## config.mk

```make
export PLATFORM = sky130hd
export DESIGN_NAME = powerup_pool
export DESIGN_NICKNAME = d
export VERILOG_FILES = /design/src/rtl/powerup_pool.sv
export SDC_FILE = /design/constraint.sdc
export NUM_CORES = 1
export LEC_CHECK = 0
export BUFFER_PORTS_ARGS = -buffer_cell sky130_fd_sc_hd__buf_2
export CORE_ASPECT_RATIO = 1.25
export CORE_MARGIN = 5
export CORE_UTILIZATION = 60
export DETAILED_ROUTE_END_ITERATION = 8
export GPL_TIMING_DRIVEN = 0
export PLACE_DENSITY = 0.78
export SLEW_MARGIN = 20
export SYNTH_ARGS = -nofsm -noshare
export SYNTH_HDL_FRONTEND = slang
export SYNTH_SLANG_ARGS = --single-unit
```

## constraint.sdc

```tcl
create_clock -name CLK -period 13.4 [get_ports CLK]
set_input_delay 1.34 -clock CLK [delete_from_list [all_inputs] [get_ports CLK]]
set_output_delay 1.34 -clock CLK [all_outputs]
set_load 0.005 [all_outputs]
```

## src/rtl/powerup_pool.sv

```systemverilog
// rtl/powerup_pool.sv - pool of bouncing power-up sprites with catch detection and boost timer
//
// Purpose:
//   Holds N_SLOTS power-up sprites. Spawn requests take the lowest free slot, live
//   slots move once per frame tick with edge bounce (or exit past the bottom), the
//   pixel path reports which sprite covers the current pixel, and an overlap with an
//   opaque player pixel catches that sprite and (re)starts the boost timer.
//
// Ports:
//   CLK, RESET_N              clock, asynchronous active-low reset
//   frame_tick, pause         per-frame strobe; pause freezes motion and boost timer
//   spawn_req                 spawn request, one request per cycle held high
//   spawn_x/y, step_x/y       spawn top-left position and signed per-frame motion
//   spawn_ack, spawn_full     registered result of the previous cycle's request
//   DrawX/DrawY               current pixel
//   rom_color                 sprite ROM colour at (idx_x, idx_y)
//   player_active             player pixel opaque at DrawX/DrawY
//   idx_x/idx_y               pixel offset inside the hit sprite
//   pix_active, Color         opaque power-up pixel flag and ROM colour passthrough
//   slot_valid                live-slot mask
//   boost                     boost effect active
//   catch_count               saturating catch counter
module powerup_pool #(
   parameter int          N_SLOTS      = 4,
   parameter int          SPR_W        = 35,
   parameter int          SPR_H        = 35,
   parameter int          X_MAX        = 639,
   parameter int          Y_MAX        = 479,
   parameter int          BOOST_FRAMES = 600,
   parameter logic [11:0] XPARENT      = 12'h111,
   parameter bit          BOTTOM_EXIT  = 1'b1
) (
   input  logic               CLK,
   input  logic               RESET_N,
   input  logic               frame_tick,
   input  logic               pause,
   input  logic               spawn_req,
   input  logic [9:0]         spawn_x,
   input  logic [9:0]         spawn_y,
   input  logic [9:0]         step_x,
   input  logic [9:0]         step_y,
   output logic               spawn_ack,
   output logic               spawn_full,
   input  logic [9:0]         DrawX,
   input  logic [9:0]         DrawY,
   input  logic [11:0]        rom_color,
   input  logic               player_active,
   output logic [7:0]         idx_x,
   output logic [7:0]         idx_y,
   output logic               pix_active,
   output logic [11:0]        Color,
   output logic [N_SLOTS-1:0] slot_valid,
   output logic               boost,
   output logic [7:0]         catch_count
);

   localparam int          SEL_W  = (N_SLOTS > 1) ? $clog2(N_SLOTS) : 1;
   localparam logic [11:0] W12    = 12'(SPR_W);
   localparam logic [11:0] H12    = 12'(SPR_H);
   localparam logic [11:0] XMAX12 = 12'(X_MAX);
   localparam logic [11:0] YMAX12 = 12'(Y_MAX);

   // One axis of motion: returns {new_pos, new_vel}. Positions are widened to 12 bits
   // so pos+vel+size never wraps before the edge comparisons.
   function automatic logic [19:0] move_axis(input logic [9:0] pos, input logic [9:0] vel,
                                             input logic [11:0] size, input logic [11:0] lim);
      logic [11:0] mag;
      logic [11:0] far;
      mag = {2'b00, (vel[9] ? 10'(-vel) : vel)};
      far = {2'b00, pos} + {2'b00, vel} + size;
      if (vel != 10'd0 && !vel[9] && far > lim) return {10'(lim - size), 10'(-vel)};
      if (vel[9] && {2'b00, pos} < mag) return {10'd0, 10'(-vel)};
      return {pos + vel, vel};
   endfunction

   // Far-edge (right/bottom) crossing on the next step.
   function automatic logic far_hit(input logic [9:0] pos, input logic [9:0] vel,
                                    input logic [11:0] size, input logic [11:0] lim);
      logic [11:0] far;
      far = {2'b00, pos} + {2'b00, vel} + size;
      return (vel != 10'd0) && !vel[9] && (far > lim);
   endfunction

   logic [N_SLOTS-1:0] valid_q, valid_d;
   logic [9:0]         x_q  [N_SLOTS];
   logic [9:0]         x_d  [N_SLOTS];
   logic [9:0]         y_q  [N_SLOTS];
   logic [9:0]         y_d  [N_SLOTS];
   logic [9:0]         vx_q [N_SLOTS];
   logic [9:0]         vx_d [N_SLOTS];
   logic [9:0]         vy_q [N_SLOTS];
   logic [9:0]         vy_d [N_SLOTS];
   logic [15:0]        timer_q, timer_d;
   logic [7:0]         count_q, count_d;
   logic               ack_q, ack_d;
   logic               full_q, full_d;
   logic               boost_q, boost_d;

   logic [19:0]        mx    [N_SLOTS];
   logic [19:0]        my    [N_SLOTS];
   logic [N_SLOTS-1:0] exit_y;
   logic [N_SLOTS-1:0] hit_vec;
   logic               hit;
   logic [SEL_W-1:0]   hit_sel;
   logic               free_found;
   logic [SEL_W-1:0]   free_sel;
   logic               catch_go;
   logic               move;
   logic [9:0]         off_x, off_y;

   // Pixel path: per-slot bounding-box test, lowest live index wins.
   always_comb begin
      for (int i = 0; i < N_SLOTS; i++) begin
         hit_vec[i] = valid_q[i]
                    && ({2'b00, DrawX} >= {2'b00, x_q[i]})
                    && ({2'b00, DrawX} <  {2'b00, x_q[i]} + W12)
                    && ({2'b00, DrawY} >= {2'b00, y_q[i]})
                    && ({2'b00, DrawY} <  {2'b00, y_q[i]} + H12);
      end
   end

   always_comb begin
      hit     = 1'b0;
      hit_sel = '0;
      for (int i = N_SLOTS - 1; i >= 0; i--) begin
         if (hit_vec[i]) begin
            hit     = 1'b1;
            hit_sel = SEL_W'(i);
         end
      end
      off_x      = DrawX - x_q[hit_sel];
      off_y      = DrawY - y_q[hit_sel];
      idx_x      = hit ? off_x[7:0] : 8'd0;
      idx_y      = hit ? off_y[7:0] : 8'd0;
      pix_active = hit && (rom_color != XPARENT);
      catch_go   = pix_active && player_active;
   end

   assign Color = rom_color;

   // Free slot search uses the registered mask, so a slot caught this cycle is
   // only reusable once its valid bit has actually dropped.
   always_comb begin
      free_found = 1'b0;
      free_sel   = '0;
      for (int i = N_SLOTS - 1; i >= 0; i--) begin
         if (!valid_q[i]) begin
            free_found = 1'b1;
            free_sel   = SEL_W'(i);
         end
      end
   end

   always_comb begin
      for (int i = 0; i < N_SLOTS; i++) begin
         mx[i]     = move_axis(x_q[i], vx_q[i], W12, XMAX12);
         my[i]     = move_axis(y_q[i], vy_q[i], H12, YMAX12);
         exit_y[i] = far_hit(y_q[i], vy_q[i], H12, YMAX12);
      end
   end

   assign move = frame_tick && !pause;

   always_comb begin
      valid_d = valid_q;
      for (int i = 0; i < N_SLOTS; i++) begin
         x_d[i]  = x_q[i];
         y_d[i]  = y_q[i];
         vx_d[i] = vx_q[i];
         vy_d[i] = vy_q[i];
         if (catch_go && hit_sel == SEL_W'(i)) begin
            // Catch beats motion: the slot leaves without moving.
            valid_d[i] = 1'b0;
         end else if (valid_q[i] && move) begin
            {x_d[i], vx_d[i]} = mx[i];
            if (BOTTOM_EXIT && exit_y[i]) valid_d[i] = 1'b0;
            else {y_d[i], vy_d[i]} = my[i];
         end
         if (spawn_req && free_found && free_sel == SEL_W'(i)) begin
            valid_d[i] = 1'b1;
            x_d[i]     = spawn_x;
            y_d[i]     = spawn_y;
            vx_d[i]    = step_x;
            vy_d[i]    = step_y;
         end
      end
   end

   always_comb begin
      ack_d   = spawn_req && free_found;
      full_d  = spawn_req && !free_found;
      timer_d = timer_q;
      count_d = count_q;
      if (catch_go) begin
         // Reload rather than add: a re-catch extends, never stacks.
         timer_d = 16'(BOOST_FRAMES);
         if (count_q != 8'hFF) count_d = count_q + 8'd1;
      end else if (move && timer_q != 16'd0) begin
         timer_d = timer_q - 16'd1;
      end
      boost_d = (timer_d != 16'd0);
   end

   always_ff @(posedge CLK or negedge RESET_N) begin
      if (!RESET_N) begin
         valid_q <= '0;
         for (int i = 0; i < N_SLOTS; i++) begin
            x_q[i]  <= '0;
            y_q[i]  <= '0;
            vx_q[i] <= '0;
            vy_q[i] <= '0;
         end
         timer_q <= '0;
         count_q <= '0;
         ack_q   <= 1'b0;
         full_q  <= 1'b0;
         boost_q <= 1'b0;
      end else begin
         valid_q <= valid_d;
         for (int i = 0; i < N_SLOTS; i++) begin
            x_q[i]  <= x_d[i];
            y_q[i]  <= y_d[i];
            vx_q[i] <= vx_d[i];
            vy_q[i] <= vy_d[i];
         end
         timer_q <= timer_d;
         count_q <= count_d;
         ack_q   <= ack_d;
         full_q  <= full_d;
         boost_q <= boost_d;
      end
   end

   assign spawn_ack   = ack_q;
   assign spawn_full  = full_q;
   assign slot_valid  = valid_q;
   assign boost       = boost_q;
   assign catch_count = count_q;

endmodule
```

# Word-level counts from Yosys, hierarchy flattened
# Index checks and enable logic that the tools add are counted.
[classes]
n_addsub = 44
order_cmp = 33
eq_ne = 16
muxes = 158
bitwise_logic = 1
reduce_logical = 121
[op_table]
columns = ["op", "count"]
rows = [
  ["$mux W10", 64],
  ["$mux W20", 28],
  ["$add A11 B6 Y12 const B", 8],
  ["$add A10 B10 Y11", 8],
  ["$add A10 B6 Y11 const B", 8],
  ["$lt A10 B11 Y1", 8],
  ["$add A10 B10 Y10", 8],
  ["$ge A10 B10 Y1", 8],
  ["$lt A10 B10 Y1", 8],
  ["$neg A10 Y10", 8],
  ["$reduce_bool A10 Y1", 8],
  ["$logic_and A1 B1 Y1", 58],
  ["$gt A12 B10 Y1 const B", 4],
  ["$gt A12 B9 Y1 const B", 4],
  ["$mux W1", 48],
  ["$mux W8", 6],
  ["$reduce_bool A3 Y1", 16],
  ["$bmux W10 S2", 2],
  ["$mux W16", 2],
  ["$reduce_bool A16 Y1", 2],
  ["$reduce_and A3 Y1", 8],
  ["$reduce_and A2 Y1", 9],
  ["$mux W2", 8],
  ["$ne A2 B1 Y1 const B", 8],
  ["other kinds (13)", 34],
]
[totals]
reg_bits = 191

# Longest topological paths before layout
# Gate-level depths: netlist (run 1).
[depth]
ltp_word = 15
mapped_depth = 26

# Least setup slack after synthesis (run 1)
# OpenSTA, ideal clock, no wires.
[synth_path]
path_type = "in2out"
start = "in DrawX[0]"
end = "out idx_y[7]"
arrival_ns = 5.208
required_ns = 12.060
slack_ns = 6.852
path_stages = 21
cell_sequence = "inv_1 ha_1 nand2_1 a31oi_1 o21a_1 o21a_1 nor4_2 buf_2 nor3_1 nand2_1 nor2_1 or3_1 ha_1 nor2b_1 o21ai_0 a21oi_1 o41ai_1 xor2_1 o21ai_0 a32oi_1 o21a_1"
[synth_between]
elab_chain_len = 15
elab_cells_between_ends = 38
classes_between = "1 x add/sub; 8 x order compare; 12 x mux; 1 x bitwise; 16 x reduce/logical"
[synth_lines]
columns = ["item", "line_no", "source"]
rows = [
  ["start, declared", "44", "input logic [9:0] DrawX,"],
  ["$ge A10 B10 Y1", "115", "&& ({2'b00, DrawX} >= {2'b00, x_q[i]})"],
  ["$logic_and A1 B1 Y1", "115", ""],
  ["$logic_and A1 B1 Y1", "116", "&& ({2'b00, DrawX} < {2'b00, x_q[i]} + W12)"],
  ["$logic_and A1 B1 Y1", "117", "&& ({2'b00, DrawY} >= {2'b00, y_q[i]})"],
  ["$logic_and A1 B1 Y1", "118", "&& ({2'b00, DrawY} < {2'b00, y_q[i]} + H12);"],
  ["$mux W2 (4 in series)", "126", "if (hit_vec[i]) begin"],
  ["$not A2 Y3 (not written as such)", "132", "off_y = DrawY - y_q[hit_sel];"],
  ["$bmux W10 S2", "132", ""],
  ["$mux W8 (not written as such) (2 in series)", "132", ""],
  ["$sub A8 B8 Y8", "132", ""],
  ["$mux W8 (*)", "134", "idx_y = hit ? off_y[7:0] : 8'd0;"],
  ["end, declared", "49", "output logic [7:0] idx_y,"],
]
# Mark *: on every way between the ends. The rest lies on a longest branch, timed or not. The select of a mux whose other input is x is not followed.

# Final worst setup path (run 1)
[layout_path]
start = "reg y_q[21] (netlist name)"
end = "out idx_y[7]"
[layout_between]
elab_chain_len = 11
elab_cells_between_ends = 15
classes_between = "2 x add/sub; 2 x order compare; 8 x mux; 1 x bitwise; 2 x reduce/logical"
[layout_lines]
columns = ["item", "line_no", "source"]
rows = [
  ["start, declared", "87", "logic [9:0] y_q [N_SLOTS];"],
  ["start signal, assigned by index", "222", "y_q[i] <= y_d[i];"],
  ["$add A10 B6 Y11 / $ge A10 B10 Y1 (equally long branches)", "118, 117", ""],
  ["$lt A10 B11 Y1 / $logic_and A1 B1 Y1 (equally long branches)", "118, 117", ""],
  ["$logic_and A1 B1 Y1", "118", ""],
  ["$mux W2 (2 in series)", "126", ""],
  ["$not A2 Y3 (not written as such)", "132", ""],
  ["$bmux W10 S2", "132", ""],
  ["$mux W8 (not written as such) (2 in series)", "132", ""],
  ["$sub A8 B8 Y8", "132", ""],
  ["$mux W8 (*)", "134", ""],
]
# Marked as above.

==> impl_metrics.tcl, run 1 <==
set metrics [dict create \
    firstDrtPassIters 5 \
    syn_area_um2 24800 \
    vias 23300 \
    dieArea_um2 45500 \
    max_stage_delay_ns 0.49 \
    final_common_cell "ha_1" \
    grt_util_met2_pct 55.9 \
    yosys_register_bits 191 \
    drt_iter0_drc 1857 \
    routedWlPerCell_um 22.1 \
    reg2reg_from "y_q[21]" \
    multi_input_area_um2 18800 \
    numCtsBuffers 17 \
    hold_buffers 0 \
    reg2reg_to "timer_q[13]" \
    min_from "catch_count[5]" \
    drive_gt1_share_pct 7.77 \
    cp.buffers_inverters 4 \
    layout_common_cells "ha_1 (459), nand2_1 (287), inv_1 (191), dfrtp_1 (191)" \
    ys.flop_type "dfrtp_1" \
    status "completed" \
    io_buffers 121 \
    syn_avg_cell_area_um2 8.51 \
    grt_use_met1_pct 43.0 \
    antenna_found_initial 1 \
    clock_skew_ns 0.0139 \
    critPathMaxFanout 10 \
    ys_seq_area_share_pct 19.3 \
    maxCapViolCount 0 \
    grt_pass1_wl_um 124000 \
    synth_cells 2910 \
    final_cell_area_um2 26700 \
    postSynthNetCount 3505 \
    grt_usage_pct 34.8 \
    cp-start-kind "register" \
    cts_sinks 191 \
    path_class "register to primary output" \
    cts_resized 0 \
    post-route-min-period_ns 8.86 \
    h-tree-depth 4 \
    clock-root-buffer "clkbuf_16" \
    initial_core_util_pct 60.5 \
    clockBufferDepth 2 \
    end_kind "primary output" \
    worst-r2r-setup-slack_ns 8.29 \
    die_w_um 192 \
    setup_violations 0 \
    ys_types 99 \
    clk_pin_slew_worst_paths_ns 0.08 \
    regArea_um2 4780 \
    num-fill-cells 3593 \
    area_growth_pct 7.90 \
    relSlewSlack_pct 22.6 \
    cts_tree "done" \
    synth_edf_count 0 \
    rows 83 \
    grt.overflow.total 0 \
    holdPathStages 1 \
    grt_max_degree 97 \
    hp-class "register to register" \
    synthArstFlopShare_pct 100 \
    dpl-instance-area_um2 26100 \
    die_y_um 237 \
    rr_worst_depth 17 \
    required_ns 12.06 \
    route.detailed.drc 0 \
    antenna_left 0 \
    arrival_ns 7.52 \
    hold_viol 0 \
    routed_wl_um 80000 \
    post_cts_buffers 0 \
    clock_latency_ns 0.49 \
    busiest_layer "met2" \
    cp_slowest_cell "dfrtp_1" \
    nNetsFinal 3647 \
    critPathTopFamily "compound AO/OA/AOI/OAI gates" \
    via_per_inst 6.44 \
    dp.final_hpwl_um 63600 \
    hold_path_end "catch_count[5]" \
    io_pins 122 \
    worstMarginPinSlew_ns 1.16 \
    rsz0062_at_grt "false" \
    core_area_um2 40900 \
    startpoint "y_q[21]" \
    period_share_pct 66.1 \
    fmax_mhz 113 \
    whs_ns 0.525 \
    finalMaxSlewViolations 0 \
    grtUsageMet3_pct 6.04 \
    tns_ns 0 \
    grt_pass1_vias 23300 \
    gp_congestion 1.02 \
    synth_warnings 0 \
]
-- Yosys cell counts (all sizes together) (9+ instances only) --
master	count	area share [%]
ha	459	23
nand2	288	4.4
o21ai	192	3.9
dfrtp	191	19
inv	191	2.9
nor2	184	2.8
xnor2	165	5.8
a21oi	126	2.5
nor3	115	2.4
xor2	105	3.7
nand3	77	1.6
clkbuf	59	0.90
fa	58	4.7
or3	57	1.4
a21o	47	1.4
a211oi	39	1.2
a31oi	36	0.93
buf	34	0.92
nand2b	30	0.77
nor2b	30	0.76
o211ai	27	0.82
a22oi	25	0.78
o21a	25	0.76
a221o	24	0.97
nand4	23	0.58
and3	19	0.48
mux2i	17	0.69
o311ai	16	0.57
nor4	15	0.40
a2111oi	14	0.55
and2	14	0.37
o221ai	14	0.50
a211o	13	0.46
nand3b	13	0.39
nor3b	12	0.38
o2111ai	12	0.42
o22ai	10	0.28
o31ai	10	0.32
or2	10	0.26
o32ai	9	0.38
-- how the worst max path moves through the flow --
stage | to | slack [ns] | depth (start not counted)
final | idx_y[7] | 4.54 | 26
after global routing | idx_y[7] | 4.14 | 26
after CTS | idx_y[7] | 4.84 | 26
after detailed placement | idx_y[7] | 5.31 | 21
after global placement | idx_y[7] | 5.33 | 21
after floorplan | idx_y[7] | 6.85 | 21
-- worst reg2reg max path: stages (launching register included) --
cell and delay (ns):
dfrtp_1 0.49, inv_1 0.21, ha_1 0.21, and3b_1 0.21, a21oi_1 0.33, nor3_1 0.11, xnor2_1 0.14, ha_1 0.30
nand2_1 0.09, nor2_1 0.05, a2111oi_0 0.43, a21oi_1 0.22, nor4_2 0.47, buf_2 0.35, nor3_1 0.16, a21oi_1 0.65
clkbuf_1 0.45, nor2_1 0.11
-- cell families after synthesis --
logic type,after synthesis,synth area share [%]
compound gates,698,19.1
xor+xnor,270,9.55
simple gates,926,18.5
buf+inv,284,4.72
flops,191,19.3
fa+ha+maj,517,27.9
mux,24,1.02
-- metrics by stage --
step	util, %	setup slack (ns)	std cells
2_1_floorplan	-	6.85	2910
5_1_grt	65.3	4.14	3617
4_1_cts	65.3	4.84	3617
6_report	65.3	4.54	3618
3_5_place_dp	63.8	5.31	3585
3_3_place_gp	63.7	5.33	3583
-- cell type report --
type	count	area share (%)
Antenna cell	1	0.00937
Buffer	93	1.69
Timing Repair Buffer	123	2.51
Sequential cell	191	17.9
Tap cell	552	2.58
Clock inverter	15	0.623
Multi-Input combinational cell	2435	70.4
Inverter	191	2.68
Clock buffer	17	1.59
-- registers in the layout, indices dropped and copies added (netlist names) --
| register | cells |
|---|---|
| slot_valid | 4 |
| catch_count | 8 |
| boost | 1 |
| x_q | 40 |
| spawn_full | 1 |
| vy_q | 40 |
| timer_q | 16 |
| vx_q | 40 |
| spawn_ack | 1 |
| y_q | 40 |
-- metal layers --
layer / routed length (um) / share of wire, %
met1: 30400 / 38
met4: 5920 / 7.4
met3: 7080 / 8.9
met2: 36500 / 46
met5: 11 / 0.014
Power of run 1 is not shown: default switching activity piles up to over one toggle a cycle in this logic, so the estimate is an artifact.
==> inputs of run 2 (changes only) <==
--- a/config.mk
+++ b/config.mk
@@ -8,10 +8,10 @@
 export BUFFER_PORTS_ARGS = -buffer_cell sky130_fd_sc_hd__buf_2
 export CORE_ASPECT_RATIO = 1.25
 export CORE_MARGIN = 5
-export CORE_UTILIZATION = 60
+export CORE_UTILIZATION = 58
 export DETAILED_ROUTE_END_ITERATION = 8
 export GPL_TIMING_DRIVEN = 0
-export PLACE_DENSITY = 0.78
+export PLACE_DENSITY = 0.79
 export SLEW_MARGIN = 20
 export SYNTH_ARGS = -nofsm -noshare
 export SYNTH_HDL_FRONTEND = slang
==> constraint.sdc (replaced) <==
create_clock -name CLK -period 7.65 [get_ports CLK]
set_input_delay 0.765 -clock CLK [delete_from_list [all_inputs] [get_ports CLK]]
set_output_delay 0.765 -clock CLK [all_outputs]
set_load 0.005 [all_outputs]
==> run 2 against run 1 <==
Net effect:
- global-route usage decreased by 1.5 points
- register-to-register slack got worse by 5.4 ns
- count of clock-buffer cells in the layout unchanged
- sequential cell count unchanged
- clock skew increased by 0.00099 ns
==> impl_metrics.tcl, run 2 (synthesized netlist as in run 1, its figures left out) <==
set metrics [dict create \
    clock-root-buffer "clkbuf_16" \
    final_common_cell "ha_1" \
    diodes 0 \
    fmax_mhz 134 \
    hold_viol 0 \
    relSlewSlack_pct 31.0 \
    clockBufferDepth 2 \
    grt.overflow.total 0 \
    nNetsFinal 3656 \
    layout_common_cells "ha_1 (459), nand2_1 (285), inv_1 (189), dfrtp_1 (187), o21ai_0 (183)" \
    crit_end "idx_x[7]" \
    clock_skew_ns 0.0149 \
    initial_core_util_pct 58.8 \
    drt_iter0_drc 2006 \
    gp_congestion 0.982 \
    antenna_found_initial 1 \
    end_kind "primary output" \
    area_growth_pct 8.55 \
    firstDrtPassIters 6 \
    multi_input_area_um2 18900 \
    path_class "register to primary output" \
    critPathMaxFanout 10 \
    antenna_left 0 \
    regArea_um2 4780 \
    clock_latency_ns 0.49 \
    clk_pin_slew_worst_paths_ns 0.08 \
    required_ns 6.88 \
    worstMarginPinSlew_ns 1.03 \
    cts_sinks 191 \
    finalMaxSlewViolations 0 \
    numCtsBuffers 17 \
    final_util_pct 63.8 \
    arrival_ns 6.69 \
    hp-class "input port to asynchronous set/reset pin" \
    hold_buffers 0 \
    reg2reg_from "y_q[30]" \
    maxCapViolCount 0 \
    grt_usage_pct 33.3 \
    grt_max_degree 93 \
    grt_pass1_vias 23300 \
    vias 23400 \
    tns_ns 0 \
    cp-start-kind "register" \
    worst_slack_ns 0.196 \
    period_share_pct 97.4 \
    grt_pass1_wl_um 124000 \
    cts_tree "done" \
    io_buffers 121 \
    die_y_um 241 \
    via_per_inst 6.45 \
    post-route-min-period_ns 7.45 \
    die_w_um 195 \
    dp_slack_ns 0.126 \
    io_pins 122 \
    startpoint "x_q[31]" \
    status "completed" \
    setup_violations 0 \
    drive_gt1_share_pct 8.69 \
    h-tree-depth 4 \
    dp.final_hpwl_um 63500 \
    num-fill-cells 3588 \
    rr_worst_depth 16 \
    routed_wl_um 80000 \
    routedWlPerCell_um 22.0 \
    whs_ns 0.170 \
    route.detailed.drc 0 \
    reg2reg_to "x_q[31]" \
    dieArea_um2 47000 \
    rsz0062_at_grt "false" \
    worst-r2r-setup-slack_ns 2.94 \
    rows 84 \
    core_area_um2 42100 \
]
==> run 2: repair_timing <==
action | CTS | global route
pin swaps | 2 | 5
setup endpoints to repair | 2 | 3
buffers inserted | 3 | 6
gates cloned | 0 | 0
gates resized for setup | 6 | 20
==> run 2: final cells by class <==
class	instances	share of cell area, %
plain buffers	93	1.71
clock buffers	17	1.58
clock inverters	15	0.689
inverters	191	2.67
multi-input cells	2435	70.2
flip-flops and latches	191	17.8
well taps	559	2.60
repair buffers	132	2.75
==> run 2: stage by stage <==
| step | instance area [um2] | cells |
|---|---|---|
| floorplan | 24800 | 2910 |
| global placement | 26100 | 3590 |
| detailed placement | 26100 | 3592 |
| CTS | 26800 | 3627 |
| global route | 26900 | 3633 |
| finish | 26900 | 3633 |
==> run 2: layer usage <==
| metal | GRT usage, % | part of all wire (%) | routed length [um] | vias up |
|---|---|---|---|---|
| met5 | 0 | 0.012 | 10 | - |
| met4 | 22.7 | 8.0 | 6420 | 2 |
| met3 | 7.15 | 9.3 | 7460 | 305 |
| met2 | 52.7 | 44 | 35400 | 1093 |
| met1 | 40.9 | 38 | 30800 | 11200 |
| li1 | - | - | - | 10800 |
==> run 2: critical path, stage by stage (launching register included) <==
cell and delay, ns:
dfrtp_2 0.42, inv_1 0.13, ha_1 0.27, o21ai_2 0.26, nand3_1 0.14, xnor2_1 0.16, ha_1 0.29, a2111oi_1 0.44
o21ai_0 0.15, nor2_1 0.25, o2111a_1 0.26, nand4_1 0.28, and2_0 0.36, clkbuf_2 0.29, a22oi_1 0.30, o221ai_1 0.20
ha_1 0.35, o21ai_0 0.12, a21oi_1 0.14, o41ai_2 0.47, xor2_1 0.30, o21ai_0 0.12, nand2_1 0.10, o211a_1 0.25
buf_2 0.15
==> run 2: worst min path at each step <==
stage | to | depth (start not counted)
2_1_floorplan | boost | 0
4_1_cts | vx_q[9] | 1
5_1_grt | vx_q[7] | 1
6_report | vx_q[7] | 1
3_5_place_dp | catch_count[5] | 1
3_3_place_gp | catch_count[5] | 1
Power of run 2 is left out for the same reason.
